$ cat config.mk
export PLATFORM = sky130hd
export DESIGN_NAME = lcd_frame_composer
export DESIGN_NICKNAME = d
export VERILOG_FILES = /design/src/rtl/lcd_fmt_pkg.sv /design/src/rtl/lcd_tick_gen.sv /design/src/rtl/lcd_frame_composer.sv
export SDC_FILE = /design/constraint.sdc
export NUM_CORES = 1
export LEC_CHECK = 0
export BUFFER_PORTS_ARGS = -buffer_cell sky130_fd_sc_hd__buf_2
export CORE_ASPECT_RATIO = 1.25
export CORE_UTILIZATION = 50
export CTS_BUF_LIST = sky130_fd_sc_hd__clkbuf_16
export CTS_CLUSTER_DIAMETER = 120
export DETAILED_ROUTE_END_ITERATION = 10
export PLACE_DENSITY = 0.76
export SLEW_MARGIN = 10
export SYNTH_ARGS = -nofsm -noshare
export SYNTH_HDL_FRONTEND = slang
export SYNTH_SLANG_ARGS = --single-unit
$ cat constraint.sdc
create_clock -name mclk -period 18.95 [get_ports mclk]
set_input_delay 1.895 -clock mclk [delete_from_list [all_inputs] [get_ports mclk]]
set_output_delay 1.895 -clock mclk [all_outputs]
set_load 0.01 [all_outputs]
$ cat src/rtl/lcd_fmt_pkg.sv
// Shared character codes, FSM/mode encodings, text tables and glyph helpers
// for the LCD frame composer.
package lcd_fmt_pkg;

    localparam logic [7:0] CH_SPACE = 8'h20;
    localparam logic [7:0] CH_COLON = 8'h3A;
    localparam logic [7:0] CH_SLASH = 8'h2F;
    localparam logic [7:0] CH_DASH  = 8'h2D;
    localparam logic [7:0] CH_ZERO  = 8'h30;

    typedef enum logic [1:0] {
        ST_IDLE   = 2'd0,
        ST_RENDER = 2'd1,
        ST_COMMIT = 2'd2
    } state_e;

    typedef enum logic [1:0] {
        MODE_NORMAL    = 2'd0,
        MODE_SET_TIME  = 2'd1,
        MODE_SET_DATE  = 2'd2,
        MODE_SET_ALARM = 2'd3
    } mode_e;

    localparam logic [1:0] FIELD_NONE = 2'd3;

    // Weekday letter tables: byte w of WD_Cn is letter n of weekday w (0 = "EEE")
    localparam logic [63:0] WD_C0 = "SSFTWTME";
    localparam logic [63:0] WD_C1 = "uarheuoE";
    localparam logic [63:0] WD_C2 = "ntiudenE";

    // Byte 0 is the leftmost character
    localparam logic [71:0] STR_SET_TIME  = " EMIT TES";
    localparam logic [71:0] STR_SET_DATE  = " ETAD TES";
    localparam logic [71:0] STR_SET_ALARM = "MRALA TES";

    typedef struct packed {
        mode_e       mode;
        logic [1:0]  field;
        logic [23:0] tm;
        logic [23:0] dt;
        logic [2:0]  wd;
        logic [15:0] al;
        logic        al_on;
        logic        blink_on;
    } snap_t;

    function automatic logic [7:0] bcd_char(input logic [3:0] n);
        return (n > 4'd9) ? CH_DASH : CH_ZERO + {4'h0, n};
    endfunction

    // Column 0..7 of a "XX<sep>XX<sep>XX" group built from three BCD bytes
    function automatic logic [7:0] triple_char(input logic [23:0] v, input logic [7:0] sep,
                                               input logic [2:0] col);
        logic [7:0] b;
        logic [7:0] ch;
        case (col)
            3'd0, 3'd1: b = v[23:16];
            3'd3, 3'd4: b = v[15:8];
            default:    b = v[7:0];
        endcase
        case (col)
            3'd2, 3'd5:       ch = sep;
            3'd0, 3'd3, 3'd6: ch = bcd_char(b[7:4]);
            default:          ch = bcd_char(b[3:0]);
        endcase
        return ch;
    endfunction

    function automatic logic [7:0] str_char(input logic [71:0] s, input logic [3:0] col);
        logic [6:0] base;
        base = {col, 3'b000};
        return s[base +: 8];
    endfunction

endpackage

$ cat src/rtl/lcd_tick_gen.sv
// Free-running divider: registered one-cycle tick every DIV clocks.
// Used for the frame refresh and, with LCD_BLINK_EN, the blink half-period.
module lcd_tick_gen #(
    parameter int unsigned DIV = 1
) (
    input  logic clk_i,
    input  logic rst_i,
    output logic tick_o
);
    localparam int unsigned CW = (DIV > 1) ? $clog2(DIV) : 1;

    logic [CW-1:0] cnt_q, cnt_d;
    logic          tick_q;
    logic          wrap_c;

    assign wrap_c = (cnt_q == CW'(DIV - 1));
    assign cnt_d  = wrap_c ? '0 : cnt_q + CW'(1);

    always_ff @(posedge clk_i or posedge rst_i) begin
        if (rst_i) begin
            cnt_q  <= '0;
            tick_q <= 1'b0;
        end else begin
            cnt_q  <= cnt_d;
            tick_q <= wrap_c;
        end
    end

    assign tick_o = tick_q;

endmodule

$ cat src/rtl/lcd_frame_composer.sv
// Renders both LCD text lines into shadow buffers one character per mclk and
// commits them atomically. Define LCD_BLINK_EN to blink the edited field.
module lcd_frame_composer
    import lcd_fmt_pkg::*;
#(
    parameter int unsigned M_FREQ     = 1,
    parameter int unsigned COLS       = 16,
    parameter int unsigned REFRESH_HZ = 10,
    parameter int unsigned BLINK_HZ   = 1
) (
    input  logic              mclk,
    input  logic              rst,
    input  logic [1:0]        clk_mode,
    input  logic [1:0]        edit_field,
    input  logic              force_refresh,
    input  logic [23:0]       time_bcd,
    input  logic [23:0]       date_bcd,
    input  logic [2:0]        weekday,
    input  logic [15:0]       alarm_bcd,
    input  logic              alarm_on,
    output logic [8*COLS-1:0] line_a,
    output logic [8*COLS-1:0] line_b,
    output logic              frame_stb,
    output logic              busy
);
    localparam int unsigned CW = $clog2(COLS);
    localparam int unsigned IW = CW + 1;
    localparam int unsigned BW = CW + 3;
    localparam int unsigned LW = 8 * COLS;
    localparam int unsigned REFRESH_DIV =
        (M_FREQ / REFRESH_HZ > 0) ? M_FREQ / REFRESH_HZ : 32'd1;

    state_e        state_q, state_d;
    logic [IW-1:0] idx_q, idx_d;
    logic          pending_q, pending_d;
    snap_t         snap_q, snap_in_c;
    logic [LW-1:0] shadow_a_q, shadow_b_q;
    logic [LW-1:0] line_a_q, line_b_q;
    logic          frame_stb_q, busy_q;

    logic          take_c, render_c, commit_c;
    logic          refresh_tick;
    logic          on_b_c, in_range_c, blank_c;
    logic [CW-1:0] col_c;
    logic [3:0]    c4_c;
    logic [7:0]    ch_a_c, ch_b_c;

    lcd_tick_gen #(.DIV(REFRESH_DIV)) u_refresh_tick (
        .clk_i  (mclk),
        .rst_i  (rst),
        .tick_o (refresh_tick)
    );

`ifdef LCD_BLINK_EN
    localparam int unsigned BLINK_DIV =
        (M_FREQ / (2 * BLINK_HZ) > 0) ? M_FREQ / (2 * BLINK_HZ) : 32'd1;

    logic       blink_tick;
    logic       blink_q;
    logic [3:0] fcol_c;

    lcd_tick_gen #(.DIV(BLINK_DIV)) u_blink_tick (
        .clk_i  (mclk),
        .rst_i  (rst),
        .tick_o (blink_tick)
    );

    always_ff @(posedge mclk or posedge rst) begin
        if (rst) begin
            blink_q <= 1'b1;
        end else if (blink_tick) begin
            blink_q <= ~blink_q;
        end
    end

    // Field 2 in alarm mode maps to cols 6-7, which are blank there anyway
    always_comb begin
        fcol_c  = {2'b00, snap_q.field} + {1'b0, snap_q.field, 1'b0};
        blank_c = (snap_q.mode != MODE_NORMAL) && !snap_q.blink_on &&
                  (snap_q.field != FIELD_NONE) &&
                  ((c4_c == fcol_c) || (c4_c == fcol_c + 4'd1));
    end
`else
    logic unused_blink_c;
    assign unused_blink_c = ^{snap_q.field, snap_q.blink_on};
    assign blank_c        = 1'b0;
`endif

    // Data snapshot taken when a frame starts
    always_comb begin
        snap_in_c       = '0;
        snap_in_c.mode  = mode_e'(clk_mode);
        snap_in_c.field = edit_field;
        snap_in_c.tm    = time_bcd;
        snap_in_c.dt    = date_bcd;
        snap_in_c.wd    = weekday;
        snap_in_c.al    = alarm_bcd;
        snap_in_c.al_on = alarm_on;
`ifdef LCD_BLINK_EN
        snap_in_c.blink_on = blink_q;
`else
        snap_in_c.blink_on = 1'b1;
`endif
    end

    // Next-state logic
    always_comb begin
        state_d  = state_q;
        idx_d    = idx_q;
        take_c   = 1'b0;
        render_c = 1'b0;
        commit_c = 1'b0;
        case (state_q)
            ST_IDLE: begin
                if (pending_q) begin
                    take_c  = 1'b1;
                    idx_d   = '0;
                    state_d = ST_RENDER;
                end
            end
            ST_RENDER: begin
                render_c = 1'b1;
                if (idx_q == IW'(2 * COLS - 1)) begin
                    state_d = ST_COMMIT;
                end else begin
                    idx_d = idx_q + IW'(1);
                end
            end
            ST_COMMIT: begin
                commit_c = 1'b1;
                state_d  = ST_IDLE;
            end
            default: state_d = ST_IDLE;
        endcase
        pending_d = (pending_q & ~take_c) | refresh_tick | force_refresh;
    end

    // Character generator for the current render column
    always_comb begin
        on_b_c     = (idx_q >= IW'(COLS));
        col_c      = on_b_c ? CW'(idx_q - IW'(COLS)) : CW'(idx_q);
        in_range_c = ((col_c >> 4) == '0);
        c4_c       = col_c[3:0];
        ch_a_c     = CH_SPACE;
        ch_b_c     = CH_SPACE;
        if (in_range_c) begin
            case (snap_q.mode)
                MODE_NORMAL: begin
                    if (c4_c < 4'd8)       ch_a_c = triple_char(snap_q.tm, CH_COLON, c4_c[2:0]);
                    else if (c4_c == 4'd9)  ch_a_c = WD_C0[{snap_q.wd, 3'b000} +: 8];
                    else if (c4_c == 4'd10) ch_a_c = WD_C1[{snap_q.wd, 3'b000} +: 8];
                    else if (c4_c == 4'd11) ch_a_c = WD_C2[{snap_q.wd, 3'b000} +: 8];
                    if (c4_c < 4'd8) begin
                        ch_b_c = triple_char(snap_q.dt, CH_SLASH, c4_c[2:0]);
                    end else if (snap_q.al_on && (c4_c >= 4'd11)) begin
                        ch_b_c = triple_char({snap_q.al, 8'h00}, CH_COLON, 3'(c4_c - 4'd11));
                    end
                end
                MODE_SET_TIME: begin
                    if (c4_c < 4'd8) ch_a_c = triple_char(snap_q.tm, CH_COLON, c4_c[2:0]);
                    if (c4_c < 4'd9) ch_b_c = str_char(STR_SET_TIME, c4_c);
                end
                MODE_SET_DATE: begin
                    if (c4_c < 4'd8) ch_a_c = triple_char(snap_q.dt, CH_SLASH, c4_c[2:0]);
                    if (c4_c < 4'd9) ch_b_c = str_char(STR_SET_DATE, c4_c);
                end
                MODE_SET_ALARM: begin
                    if (c4_c < 4'd5) ch_a_c = triple_char({snap_q.al, 8'h00}, CH_COLON, c4_c[2:0]);
                    if (c4_c < 4'd9) ch_b_c = str_char(STR_SET_ALARM, c4_c);
                end
                default: ;
            endcase
            if (blank_c) ch_a_c = CH_SPACE;
        end
    end

    always_ff @(posedge mclk or posedge rst) begin
        if (rst) begin
            state_q     <= ST_IDLE;
            idx_q       <= '0;
            pending_q   <= 1'b0;
            snap_q      <= '0;
            shadow_a_q  <= {COLS{CH_SPACE}};
            shadow_b_q  <= {COLS{CH_SPACE}};
            line_a_q    <= {COLS{CH_SPACE}};
            line_b_q    <= {COLS{CH_SPACE}};
            frame_stb_q <= 1'b0;
            busy_q      <= 1'b0;
        end else begin
            state_q   <= state_d;
            idx_q     <= idx_d;
            pending_q <= pending_d;
            if (take_c) snap_q <= snap_in_c;
            if (render_c) begin
                if (on_b_c) shadow_b_q[{col_c, 3'b000} +: 8] <= ch_b_c;
                else        shadow_a_q[{col_c, 3'b000} +: 8] <= ch_a_c;
            end
            if (commit_c) begin
                line_a_q <= shadow_a_q;
                line_b_q <= shadow_b_q;
            end
            frame_stb_q <= commit_c;
            busy_q      <= (state_d != ST_IDLE);
        end
    end

    assign line_a    = line_a_q;
    assign line_b    = line_b_q;
    assign frame_stb = frame_stb_q;
    assign busy      = busy_q;

endmodule

==> key figures <==
STA
  – Min Tclk post-route: 4.37 ns
  – Final hold violations: 0
  – Hold Slack: 0.447 ns
  – Max frequency: 0.229 GHz
  – Final Cycle Share: a little under a quarter
  – Tightest Pin Transition: 1.14 ns
  – RSZ-0062 raised after global routing: false
  – Slew Limit Fails: 0
  – Worst setup margin: 14.58 ns
  – Setup_tns: 0 ns
  – Final setup fails: 0
  – Final Skew: 0.0184 ns
  – Slew headroom: 24.2%

GRT
  – Largest net degree at the start of global routing: 180
  – Met1 GRT Util: ~30%
  – Number of global-route vias before repair: 15600
  – Initial antenna violation count: 5
  – GRT Util Overall: 24.5%
  – GR Layer Usage met3: 4.32%
  – Routing usage on met2: 42.0%
  – GRT busiest layer: met2
  – Grt total ovfl: 0
  – First-pass GRT wire length: about 87000 um

Logic synthesis
  – Most common cell in the synthesized netlist: dfrtp_1
  – FF+latch count, synth: 529
  – Post-synth top area cell: dfrtp_1
  – Largest cells by area after synthesis: dfrtp_1, mux2_2, dfstp_2, nand2_1, o21ai_0
  – Cell count after synthesis: 1886
  – Number of flops mapped to enable cells by yosys: 0
  – Mapped cell area: approximately 23000 sq um
  – Mapped Avg Cell Area: roughly 12 sq um
  – Synth unique cells: 93
  – Register area share after synthesis: 58.5%
  – Synth Flop Type: dfrtp_1
  – Top cell type's share of synthesized area: 51.1%
  – FFs w/ async S/R, synth: 100%
  – Most frequent cells after synthesis: dfrtp_1, mux2_2, nand2_1
  – Synth warn: 0

Outcome
  – Status: finished with violations
  – Failing checks: design-rule violations

Power and ir drop
  – Internal: 1.79 mW
  – Lkg Pwr: 11.9 nW
  – Switching portion of total power: 23.6%
  – Seq pwr share: 52.1%
  – NetSw: 551 uW
  – Max VDD drop: roughly 0.075 mV
  – Combinational Power Share: 6.3%
  – Pwr Density: 89.7 nW/um^2
  – Clock share of power: 41.6%

Placement
  – DP Area: about 24000 sq um
  – Routability congestion estimate from global placement: 0.882
  – DP HPWL: 38900 um
  – Dpl ws: 14.64 ns
  – Port Buffer Count: between 200 and 300

Die
  – Total die area: 46400 sq um
  – # IOs: 333
  – Core region area: about 45000 sq um
  – Horiz. Die Dim: between 150 and 200 um
  – Row cnt: 87
  – Starting Density: 50.5%
  – Die height: approximately 240 um

Routing
  – First-pass DRT Iterations: 8
  – Routed Wire Length: ~57000 um
  – Vias: 15500
  – DRT iter0 DRCs: 973
  – Post-route ant nets: 0
  – Drt drc: 14
  – Vias/cell: 5.61
  – Wire per inst: slightly above 20 um

Final layout
  – Nets: 2223
  – Post-layout util: between 50% and 60%
  – Antenna cells: 0
  – Post-route cell area: 26100 sq um
  – Filler cell count: 3673
  – Ratio of cells with drive above 1 in the final layout: a little under two fifths
  – Area delta synth->final: 14.4%

Clocking
  – Post-cts hold buffer count: 0
  – Worst-path clk slew: about 0.060 ns
  – Clock sink count: 529
  – PostCTS Resize Cnt: 0
  – CTS Buf Count: 51
  – Setup bufs post-CTS: 0
  – H-Tree Depth: 2
  – Max clock buf depth: 3
  – Worst-Skew Late Latency: 0.60 ns
  – CTS tree: built
  – CTS root buf: clkbuf_16

Setup path
  – Arrival time worst endpoint: a little under 5 ns
  – Critical Path Fanout Max: 28
  – Setup crit end kind: flop
  – Worst Setup Path Type: flop to flop
  – Crit start category: flop
  – FF-to-FF setup slack: 14.58 ns
  – Critical Path RT: slightly below 20 ns

Worst hold path
  – Hold crit path type: flop to flop

Run
  – Number of max-cap violations: 0
==> through the flow <==
stage	instances	total power, mW
after floorplan	1917	1.33
after global placement	2663	1.38
after detailed placement	2663	1.39
after CTS	2759	2.36
after global routing	2759	2.43
final	2759	2.34
==> worst max-delay path, cell delays in order, from the launching register on <==
cell,delay (ns)
dfrtp_1,0.36
buf_4,0.24
inv_2,0.24
ha_1,0.73
ha_1,0.52
nor3_1,0.14
nand2_1,0.28
o221ai_1,0.22
o211ai_1,0.21
nand3_1,0.75
o31ai_1,0.55
==> flip-flops by register name, indices dropped and copies added, names as in the netlist, 2 cells and up <==
register    cells
shadow_a_q    112
idx_q           5
line_a        112
snap_q         70
line_b        112
state_q         2
shadow_b_q    112
==> cells by family (layout without fill, tap and decap cells) <==
family	count (synthesis)	in the layout	share of synthesized area [%]
buffers and inverters	165	429	4.02
DFF	529	529	58.5
other	2	33	0.0330
AOI/OAI and AO/OA	375	375	11.4
xor gates and xnor gates	3	3	0.148
muxes	321	321	15.9
and+or+nand+nor	480	480	9.42
adders and majority gates	11	11	0.593
==> power by group through the flow <==
stage / Sequential (mW) / Clock [mW] / Combinational, mW
CTS: 1.22 / 0.991 / 0.149
global placement: 1.23 / 0 / 0.143
finish: 1.22 / 0.972 / 0.147
floorplan: 1.24 / 0 / 0.0861
global route: 1.22 / 1.04 / 0.163
detailed placement: 1.24 / 0 / 0.148
==> worst paths after layout <==
| path | startpoint | to | cells past startpoint |
|---|---|---|---|
| max in group asynchronous | rst | snap_q[16] | 3 |
| max reg2reg | idx_q[1] | shadow_a_q[75] | 10 |
| min in group asynchronous | rst | line_a[18] | 2 |
| min reg2reg | u_refresh_tick.tick_o | pending_q | 2 |
| max | idx_q[1] | shadow_a_q[75] | 10 |
| min | u_refresh_tick.tick_o | pending_q | 2 |
==> layer usage <==
metal	up-vias	routed length (um)
met1	7831	22700
met5	-	36
li1	7087	-
met3	122	2770
met2	433	28700
met4	6	2270
==> area by class of cell <==
| type | count | area, sq um | share of cell area (%) |
|---|---|---|---|
| well taps | 578 | 723 | 2.78 |
| repair buffers | 322 | 1680 | 6.46 |
| inverters | 11 | 48.8 | 0.187 |
| flip-flops and latches | 529 | 13300 | 51.1 |
| clock buffers | 52 | 1300 | 4.99 |
| multi-input cells | 1223 | 8680 | 33.3 |
| clock inverters | 44 | 295 | 1.13 |
==> cells in the final DEF, fill, tap and decap left out, drive strengths merged, types with 11 or more instances in the layout <==
cell type,instances
and2,19
buf,322
nor3,16
a221oi,13
nand3,31
a22o,14
a21oi,33
nor2b,15
o31ai,35
dfstp,64
nand2b,20
conb,33
mux2,313
nand2,289
dfrtp,465
a22oi,11
clkinv,20
clkbuf,52
inv,29
nor2,56
o21ai,180
Power figures use the tool's default switching activity.
